===== src/rtl/inference_scheduler_pkg.sv =====
// Shared types and constants for the inference front-end scheduler and the
// network cells that produce its result word.
package inference_scheduler_pkg;

   typedef enum logic [1:0] {
      IDLE        = 2'd0,
      LOAD        = 2'd1,
      WAIT_CREDIT = 2'd2,
      BURST       = 2'd3
   } sched_state_e;

   localparam int DATA_WIDTH_DEFAULT = 32;

   // The result valid flag sits just above the class bits, as softmax_cell and relu_cell emit it.
   localparam int RESULT_VALID_BIT = DATA_WIDTH_DEFAULT;

   function automatic int result_valid_bit(input int data_width);
      return data_width;
   endfunction

   function automatic int min_one_clog2(input int n);
      return (n > 1) ? $clog2(n) : 1;
   endfunction

endpackage


===== src/rtl/inference_scheduler_result_fifo.sv =====
// First-word-fall-through result FIFO; the head entry is visible whenever the
// FIFO is non-empty, and a push and pop may share a cycle even when full.
module result_fifo
   import inference_scheduler_pkg::*;
#(
   parameter int WIDTH = 32,
   parameter int DEPTH = 2
) (
   input  logic             clk,
   input  logic             rst,
   input  logic             push,
   input  logic [WIDTH-1:0] push_data,
   input  logic             pop,
   output logic [WIDTH-1:0] head_data,
   output logic             full,
   output logic             empty
);

   localparam int PTR_W = min_one_clog2(DEPTH);
   localparam int CNT_W = $clog2(DEPTH + 1);
   localparam logic [PTR_W-1:0] LAST_PTR  = PTR_W'(DEPTH - 1);
   localparam logic [CNT_W-1:0] FULL_CNT  = CNT_W'(DEPTH);

   logic [WIDTH-1:0] mem_q [DEPTH];
   logic [WIDTH-1:0] mem_d [DEPTH];
   logic [PTR_W-1:0] wr_ptr_q, wr_ptr_d;
   logic [PTR_W-1:0] rd_ptr_q, rd_ptr_d;
   logic [CNT_W-1:0] count_q, count_d;
   logic             do_push;
   logic             do_pop;

   function automatic logic [PTR_W-1:0] next_ptr(input logic [PTR_W-1:0] p);
      return (p == LAST_PTR) ? '0 : p + PTR_W'(1);
   endfunction

   assign full      = (count_q == FULL_CNT);
   assign empty     = (count_q == '0);
   assign head_data = mem_q[rd_ptr_q];

   // When full, a write is only allowed because the simultaneous pop frees the slot it lands in.
   assign do_pop  = pop && !empty;
   assign do_push = push && (!full || do_pop);

   always_comb begin
      mem_d    = mem_q;
      wr_ptr_d = wr_ptr_q;
      rd_ptr_d = rd_ptr_q;
      count_d  = count_q;
      if (do_push) begin
         mem_d[wr_ptr_q] = push_data;
         wr_ptr_d        = next_ptr(wr_ptr_q);
      end
      if (do_pop) begin
         rd_ptr_d = next_ptr(rd_ptr_q);
      end
      if (do_push && !do_pop) begin
         count_d = count_q + CNT_W'(1);
      end else if (do_pop && !do_push) begin
         count_d = count_q - CNT_W'(1);
      end
   end

   always_ff @(posedge clk or posedge rst) begin
      if (rst) begin
         for (int i = 0; i < DEPTH; i++) begin
            mem_q[i] <= '0;
         end
         wr_ptr_q <= '0;
         rd_ptr_q <= '0;
         count_q  <= '0;
      end else begin
         mem_q    <= mem_d;
         wr_ptr_q <= wr_ptr_d;
         rd_ptr_q <= rd_ptr_d;
         count_q  <= count_d;
      end
   end

endmodule


===== src/rtl/inference_scheduler.sv =====
// Front-end controller: gathers a sample from the input stream, replays it as a
// contiguous burst into layer 1 under credit control, and queues the results.
module inference_scheduler
   import inference_scheduler_pkg::*;
#(
   parameter int DATA_WIDTH    = DATA_WIDTH_DEFAULT,
   parameter int INPUT_AMOUNT  = 4,
   parameter int MAX_IN_FLIGHT = 2
) (
   input  logic                  clk,
   input  logic                  rst,
   input  logic                  in_valid,
   output logic                  in_ready,
   input  logic [DATA_WIDTH-1:0] in_value,
   output logic [DATA_WIDTH-1:0] net_index,
   output logic [DATA_WIDTH-1:0] net_value,
   output logic                  net_enable,
   input  logic [DATA_WIDTH:0]   net_result,
   output logic                  out_valid,
   input  logic                  out_ready,
   output logic [DATA_WIDTH-1:0] out_class,
   output logic                  busy,
   output logic                  err_unexpected
);

   localparam int CNT_W     = min_one_clog2(INPUT_AMOUNT);
   localparam int CRED_W    = $clog2(MAX_IN_FLIGHT + 1);
   localparam int VALID_BIT = result_valid_bit(DATA_WIDTH);
   localparam logic [CNT_W-1:0]  LAST_IDX     = CNT_W'(INPUT_AMOUNT - 1);
   localparam logic [CRED_W-1:0] FULL_CREDITS = CRED_W'(MAX_IN_FLIGHT);

   sched_state_e          state_q, state_d;
   logic [CNT_W-1:0]      cnt_q, cnt_d;
   logic [CRED_W-1:0]     credits_q, credits_d;
   logic [DATA_WIDTH-1:0] buffer_q [INPUT_AMOUNT];
   logic [DATA_WIDTH-1:0] buffer_d [INPUT_AMOUNT];
   logic                  in_ready_q, in_ready_d;
   logic                  net_enable_q, net_enable_d;
   logic [DATA_WIDTH-1:0] net_index_q, net_index_d;
   logic [DATA_WIDTH-1:0] net_value_q, net_value_d;
   logic                  err_q, err_d;

   logic                  in_fire;
   logic                  take_credit;
   logic                  result_valid;
   logic                  nothing_outstanding;
   logic                  drop_result;
   logic                  fifo_push;
   logic                  fifo_pop;
   logic                  fifo_full;
   logic                  fifo_empty;
   logic [DATA_WIDTH-1:0] fifo_head;

   assign in_fire      = in_valid && in_ready_q;
   assign result_valid = net_result[VALID_BIT];
   assign fifo_pop     = out_ready && !fifo_empty;

   // A result with no credit out and nothing queued is stale network state (e.g. after a reset).
   assign nothing_outstanding = (credits_q == FULL_CREDITS) && fifo_empty;
   assign drop_result = result_valid && (nothing_outstanding || (fifo_full && !fifo_pop));
   assign fifo_push   = result_valid && !drop_result;

   always_comb begin
      state_d      = state_q;
      cnt_d        = cnt_q;
      buffer_d     = buffer_q;
      take_credit  = 1'b0;
      net_enable_d = 1'b0;
      net_index_d  = net_index_q;
      net_value_d  = net_value_q;
      case (state_q)
         IDLE, LOAD: begin
            if (in_fire) begin
               buffer_d[cnt_q] = in_value;
               if (cnt_q == LAST_IDX) begin
                  cnt_d   = '0;
                  state_d = WAIT_CREDIT;
               end else begin
                  cnt_d   = cnt_q + CNT_W'(1);
                  state_d = LOAD;
               end
            end
         end
         WAIT_CREDIT: begin
            if (credits_q != '0) begin
               take_credit = 1'b1;
               cnt_d       = '0;
               state_d     = BURST;
            end
         end
         BURST: begin
            net_enable_d               = 1'b1;
            net_index_d                = '0;
            net_index_d[CNT_W-1:0]     = cnt_q;
            net_value_d                = buffer_q[cnt_q];
            if (cnt_q == LAST_IDX) begin
               cnt_d   = '0;
               state_d = IDLE;
            end else begin
               cnt_d = cnt_q + CNT_W'(1);
            end
         end
         default: begin
            state_d = IDLE;
         end
      endcase
      in_ready_d = (state_d == IDLE) || (state_d == LOAD);
   end

   // A take and a return in the same cycle cancel; the clamp guards against a spurious pop.
   always_comb begin
      credits_d = credits_q;
      if (take_credit && !fifo_pop) begin
         credits_d = credits_q - CRED_W'(1);
      end else if (fifo_pop && !take_credit && (credits_q != FULL_CREDITS)) begin
         credits_d = credits_q + CRED_W'(1);
      end
      err_d = err_q || drop_result;
   end

   always_ff @(posedge clk or posedge rst) begin
      if (rst) begin
         state_q      <= IDLE;
         cnt_q        <= '0;
         credits_q    <= FULL_CREDITS;
         for (int i = 0; i < INPUT_AMOUNT; i++) begin
            buffer_q[i] <= '0;
         end
         in_ready_q   <= 1'b0;
         net_enable_q <= 1'b0;
         net_index_q  <= '0;
         net_value_q  <= '0;
         err_q        <= 1'b0;
      end else begin
         state_q      <= state_d;
         cnt_q        <= cnt_d;
         credits_q    <= credits_d;
         buffer_q     <= buffer_d;
         in_ready_q   <= in_ready_d;
         net_enable_q <= net_enable_d;
         net_index_q  <= net_index_d;
         net_value_q  <= net_value_d;
         err_q        <= err_d;
      end
   end

   result_fifo #(
      .WIDTH(DATA_WIDTH),
      .DEPTH(MAX_IN_FLIGHT)
   ) u_result_fifo (
      .clk      (clk),
      .rst      (rst),
      .push     (fifo_push),
      .push_data(net_result[DATA_WIDTH-1:0]),
      .pop      (fifo_pop),
      .head_data(fifo_head),
      .full     (fifo_full),
      .empty    (fifo_empty)
   );

   assign in_ready       = in_ready_q;
   assign net_enable     = net_enable_q;
   assign net_index      = net_index_q;
   assign net_value      = net_value_q;
   assign out_valid      = !fifo_empty;
   assign out_class      = fifo_head;
   assign busy           = (state_q != IDLE) || (credits_q != FULL_CREDITS);
   assign err_unexpected = err_q;

endmodule


===== config.mk =====
export PLATFORM = sky130hd
export DESIGN_NAME = inference_scheduler
export DESIGN_NICKNAME = d
export VERILOG_FILES = /design/src/rtl/inference_scheduler_pkg.sv /design/src/rtl/inference_scheduler_result_fifo.sv /design/src/rtl/inference_scheduler.sv
export SDC_FILE = /design/constraint.sdc
export NUM_CORES = 1
export LEC_CHECK = 0
export CORE_UTILIZATION = 51
export DETAILED_ROUTE_END_ITERATION = 8
export PLACE_DENSITY = 0.82
export REMOVE_ABC_BUFFERS = 1
export SYNTH_ARGS = -nofsm -noshare
export SYNTH_HDL_FRONTEND = slang
export SYNTH_SLANG_ARGS = --single-unit

===== constraint.sdc =====
create_clock -name clk -period 10.8 [get_ports clk]
set_input_delay 2.16 -clock clk [delete_from_list [all_inputs] [get_ports clk]]
set_output_delay 2.16 -clock clk [all_outputs]
set_load 0.01 [all_outputs]

After elaboration in Yosys (flattened, before gate mapping)
Cells that the tools add are included.
W data, S select, Z words.
{"block": "classes", "add_sub_neg": 7, "n_mul": 0, "n_div": 0, "order_cmp": 5, "eq_ne": 10, "shift": 0, "n_mux": 30, "bitwise": 3, "n_reduce_logical": 37}
{"op": "$mux W32", "n": 7}
{"op": "$bwmux W128", "n": 1}
{"op": "$bmux W32 S2", "n": 1}
{"op": "$bwmux W64", "n": 1}
{"op": "$demux W32 S2", "n": 1}
{"op": "$demux W32 S1", "n": 1}
{"op": "$mux W2", "n": 11}
{"op": "$logic_and A1 B1 Y1", "n": 15}
{"op": "$pmux W2 S3", "n": 2}
{"op": "$eq A2 B2 Y1 const B", "n": 5}
{"op": "$reduce_bool A2 Y1", "n": 4}
{"op": "$logic_not A1 Y1", "n": 7}
{"op": "$add A2 B1 Y2 const B", "n": 3}
{"op": "$logic_not A2 Y1", "n": 3}
{"op": "$ne A2 B2 Y1 const B", "n": 3}
{"op": "$logic_or A1 B1 Y1", "n": 5}
{"op": "$mux W1", "n": 5}
{"op": "$eq A2 B1 Y1 const B", "n": 2}
{"op": "$ge A2 B2 Y1 const B", "n": 2}
{"op": "$not A1 Y2", "n": 2}
{"op": "$reduce_and A2 Y1", "n": 2}
{"op": "$sub A2 B1 Y2 const B", "n": 2}
{"op": "$ge A3 B3 Y1 const B", "n": 1}
{"op": "$lt A3 B1 Y1 const B", "n": 1}
{"op": "other kinds (4)", "n": 5}
{"block": "word_totals", "register_bits": 239, "latch_bits": 0, "ramBits": 0, "rom_bits": 0, "input_bits": 69, "out_inout_bits": 101, "wordCells": 109, "mem_count": 0}

Depth between registers and ports, before layout
{"block": "logic_depth", "depth_word": 14, "mapped_depth": 8, "ltp_nobuf": 6}

Hierarchy
Synthesis repeated with hierarchy kept, for this count alone.
{"block": "unflattened", "hier_cells": 735, "hier_area_um2": 10635.2}
{"mod": "inference_scheduler", "instances": 1, "cells_per_inst": 545, "area_each_um2": 7519.7, "seq_area_each_um2": 4280.4}
{"mod": "result_fifo", "instances": 1, "cells_per_inst": 190, "area_each_um2": 3115.5, "seq_area_each_um2": 1701.6}

Worst setup path before layout
No wires, ideal clock.
{"block": "synth_path", "kind": "input -> register", "startpoint": "input port out_ready", "endpoint": "register u_result_fifo.count_q[1]", "setup_time_ns": 0.079, "arrival_time_ns": 3.448, "required_time_ns": 10.721, "setup_slack_ns": 7.272, "path_stages": 5, "n_path_buf": 0, "path_cell_list": "or3b_2 -> and3_1 -> ha_1 -> nor2_1 -> xor2_1"}
{"block": "synth_via", "elab_chain_len": 11, "word_cells_on_any_way": 16, "classes_between": "mux (1); reduce/logical (15)"}
{"element": "start, declared", "line": "inference_scheduler.sv:20", "source": "input logic out_ready,"}
{"element": "$logic_and A1 B1 Y1 *", "line": "inference_scheduler.sv:56", "source": "assign fifo_pop = out_ready && !fifo_empty;"}
{"element": "$logic_not A1 Y1", "line": "inference_scheduler.sv:60", "source": "assign drop_result = result_valid && (nothing_outstanding || (fifo_full && !fifo_pop));"}
{"element": "$logic_and A1 B1 Y1", "line": "inference_scheduler.sv:60"}
{"element": "$logic_or A1 B1 Y1", "line": "inference_scheduler.sv:60"}
{"element": "$logic_and A1 B1 Y1", "line": "inference_scheduler.sv:60"}
{"element": "$logic_not A1 Y1", "line": "inference_scheduler.sv:61", "source": "assign fifo_push = result_valid && !drop_result;"}
{"element": "$logic_and A1 B1 Y1", "line": "inference_scheduler.sv:61"}
{"element": "$logic_and A1 B1 Y1 *", "line": "inference_scheduler_result_fifo.sv:42", "source": "assign do_push = push && (!full || do_pop);"}
{"element": "named net u_result_fifo.do_push", "line": "inference_scheduler_result_fifo.sv:29", "source": "logic do_push;"}
{"element": "$logic_not A1 Y1", "line": "inference_scheduler_result_fifo.sv:58", "source": "end else if (do_pop && !do_push) begin"}
{"element": "$logic_and A1 B1 Y1", "line": "inference_scheduler_result_fifo.sv:58"}
{"element": "$reduce_bool A2 Y1 (no source line)"}
{"element": "end signal, assigned", "line": "inference_scheduler_result_fifo.sv:75", "source": "count_q <= count_d;"}
{"element": "end, declared", "line": "inference_scheduler_result_fifo.sv:28", "source": "logic [CNT_W-1:0] count_q, count_d;"}
Mark *: on every way through the listed nets, which the timed path passes. The rest lies on a longest branch.
A chain may end at the register's enable or synchronous reset.

Worst setup path in the final report
{"block": "layout_path", "startpoint": "register u_result_fifo.rd_ptr_q", "endpoint": "output port out_class[9]"}
{"block": "layout_via", "elab_chain_len": 4}
{"element": "start, declared", "line": "inference_scheduler_result_fifo.sv:27", "source": "logic [PTR_W-1:0] rd_ptr_q, rd_ptr_d;"}
{"element": "start signal, assigned", "line": "inference_scheduler_result_fifo.sv:74", "source": "rd_ptr_q <= rd_ptr_d;"}
{"element": "$not A1 Y2 (implied by the code)", "line": "inference_scheduler_result_fifo.sv:38", "source": "assign head_data = mem_q[rd_ptr_q];"}
{"element": "$mux W32 (implied by the code) (3 in series)", "line": "inference_scheduler_result_fifo.sv:38"}
{"element": "end, declared", "line": "inference_scheduler.sv:21", "source": "output logic [DATA_WIDTH-1:0] out_class,"}
Every way passes these cells. The select of a mux whose other input is x is not followed.

==> summary.txt <==
Status
  • Run status: finished, final reports clean

Floorplan
  • Core area: 20300 sq um
  • IO Count: 170
  • Die height: 146 um
  • # rows: 52
  • Total die area: 21400 sq um
  • Initial Util: 0.522
  • Die width: 146 um

Worst setup path
  • Setup crit end: out_class[9]
  • Crit path from: u_result_fifo.rd_ptr_q
  • R2r startpoint: cnt_q[1]
  • Critical Path End Type: primary output
  • Data required, critical path: 8640 ps
  • CP Max Fanout: 33
  • R2R depth: 5
  • R2r endpoint: buffer_q[1]
  • R2R Setup Slk: 8150 ps
  • Crit path DAT: 2170 ps
  • Nature of the critical path startpoint: flip-flop
  • Setup Crit Path Kind: flip-flop to primary output

Routing
  • # DRC: 0
  • Pre-antenna DRT Iters: 4
  • Via count: 6706
  • ANT nets after route: 0
  • Drt initial violations: 392
  • DRT Wirelength: 22.8 mm
  • DR WL/cell: 19.1 um
  • Vias per std cell: 5.62

Global route
  • Total track usage: 0.217
  • Pin count of the biggest net entering global routing: 99
  • First-pass GRT wire length: 37.2 mm
  • Vias in the first global route: 7022
  • Initial antenna violation count: 2
  • Grt total ovfl: 0

Power
  • Reg power frac: 0.398
  • Combinational fraction of design power: 0.395
  • P_sw: 1.32 mW
  • Power density over the cells: 313 nW/um^2
  • Peak VDD IR: 0.144 mV
  • Internal Power: 2.68 mW
  • Leak: 5.66 nW
  • Clock power share: 0.208
  • Switching share of power: 0.331

Synthesis
  • FFs w/ async S/R, synth: 1.00
  • EDFF count, synth: 0
  • Sequential share of the synthesized area: 0.564
  • Synth Instances: 785
  • Netlist cell types: 47
  • Synth Cell Area: 10600 sq um
  • Yosys warning count: 0
  • Top FF cell, synth: dfrtp_1
  • Number of synthesized register bits: 239
  • Avg Cell Area, Syn: 13.5 sq um

Final layout
  • Area Overhead vs Synth: 20.7%
  • Register area: 5990 sq um
  • Most frequent cells in the layout: 237 x dfrtp_1, 159 x mux2_2, 139 x clkdlybuf4s50_1
  • Fill count: 1547
  • Share of cells above drive strength 1: 0.240
  • Multi-input gate area: 4180 sq um
  • End-of-flow core utilization: 0.630
  • Commonest non-fill, non-tap cell in the layout: dfrtp_1
  • Final net count: 978

Timing
  • Max-slew headroom: 0.254
  • Worst-Margin Slew: 1120 ps
  • Hold_ws: 473 ps
  • Final Hold Viols: 0
  • RSZ-0062 raised after global routing: false
  • Max Slew Vio Count: 0
  • Fmax: 231 MHz
  • Clock skew: 13.0 ps
  • Minimum clock period: 4330 ps
  • Setup TNS: 0 ps
  • Fin crit share: 0.401
  • Setup violators final: 0

Clock network
  • Post_cts resized: 0
  • CTS buffer count: 25
  • Clock latency on the worst-skew pair: 510 ps
  • CTS clock-pin slew for the worst setup and hold paths: 60 ps
  • Postcts setup bufs: 0
  • CTS Buffer Depth: 3
  • Clock Sinks: 239
  • Hold_buf cts: 0
  • H-tree depth: 1
  • Root Buffer: clkbuf_16
  • CTS tree: done

Flow run
  • Max-Cap Viols: 0

Place
  • Hpwl dp: 13.4 mm
  • Port bufs: 139
  • RD Place Congestion: 0.759

Hold path
  • Worst min path class: flip-flop to flip-flop
==> power by group through the flow <==
stage	Sequential (mW)	Combinational [mW]	Clock (mW)
2_1_floorplan	1.60	0.972	0
3_3_place_gp	1.58	1.55	0
3_5_place_dp	1.60	1.59	0
4_1_cts	1.59	1.60	0.845
5_1_grt	1.65	1.70	0.885
6_report	1.59	1.58	0.831
==> worst max-delay path: stages, from the launching register on <==
cell and delay [ps]:
dfrtp_1 320, buf_4 410, mux2_2 390, clkdlybuf4s50_1 520
==> worst min path at each step <==
stage | start | end | slack (ps) | cells past startpoint
after detailed placement | net_index[0] | net_index[0] | 460 | 2
after floorplan | u_result_fifo.mem_q[0] | u_result_fifo.mem_q[0] | 450 | 1
after global placement | net_index[0] | net_index[0] | 460 | 2
after global routing | net_index[1] | net_index[1] | 490 | 2
after CTS | net_index[0] | net_index[0] | 480 | 2
final | net_index[0] | net_index[0] | 470 | 2
==> flip-flops by register name, summed over array words and instances (netlist names) <==
register	cells
err_unexpected	1
u_result_fifo.count_q	2
in_ready	1
credits_q	2
u_result_fifo.wr_ptr_q	1
net_enable	1
u_result_fifo.mem_q	64
net_value	32
cnt_q	2
state_q	2
u_result_fifo.rd_ptr_q	1
buffer_q	128
net_index	2
==> per-layer routing <==
layer | track usage | part of all wire
met1 | 0.303 | 0.45
met2 | 0.348 | 0.48
met3 | 0.0272 | 0.038
met4 | 0.0875 | 0.034
met5 | 0 | 0
==> stage by stage <==
stage               cell area (sq um)  setup WS, ps  power (mW)  instances
floorplan                       10200          2080        2.58        728
global placement                12000          5840        3.13       1147
detailed placement              12000          5830        3.19       1147
CTS                             12800          6380        4.03       1191
global route                    12800          6080        4.23       1193
finish                          12800          6470        4.00       1193
==> cell families after synthesis <==
| kind of cell | share of synthesized area |
|---|---|
| compound gates | 0.0969 |
| simple gates | 0.0457 |
| buf+inv | 0.0522 |
| fa+ha+maj | 0.00590 |
| flops | 0.564 |
| xor+xnor | 0.00413 |
| other cells | 0.000354 |
| mux | 0.230 |
==> synthesized netlist by cell type, types with 2 or more instances <==
cell,number,share of area
o2bb2ai_1,61,0.050
buf_2,25,0.012
xor2_1,3,0.0025
nor4b_1,2,0.0017
a311oi_1,2,0.0017
inv_1,4,0.0014
and3_1,3,0.0018
mux2i_1,64,0.060
clkbuf_1,16,0.0057
o21ai_0,3,0.0014
o221ai_1,32,0.026
nand2_1,77,0.027
xnor2_1,2,0.0017
nor2_1,5,0.0018
ha_1,5,0.0059
buf_1,2,0.00071
a21boi_0,2,0.0014
o2bb2ai_2,3,0.0042
dfrtp_1,238,0.56
buf_6,6,0.0064
nand2b_1,4,0.0024
mux2_2,159,0.17
a21oi_1,6,0.0028
buf_4,37,0.026
nor2b_1,2,0.0012
==> cell type report <==
type	instances	area share
Sequential cell	239	0.468
Multi-Input combinational cell	485	0.327
Timing Repair Buffer	149	0.115
Clock buffer	38	0.0574
Tap cell	270	0.0264
Clock inverter	6	0.00479
Inverter	4	0.00176
Antenna cell	2	0.000391
No activity file was read; power rests on OpenSTA's default activity.
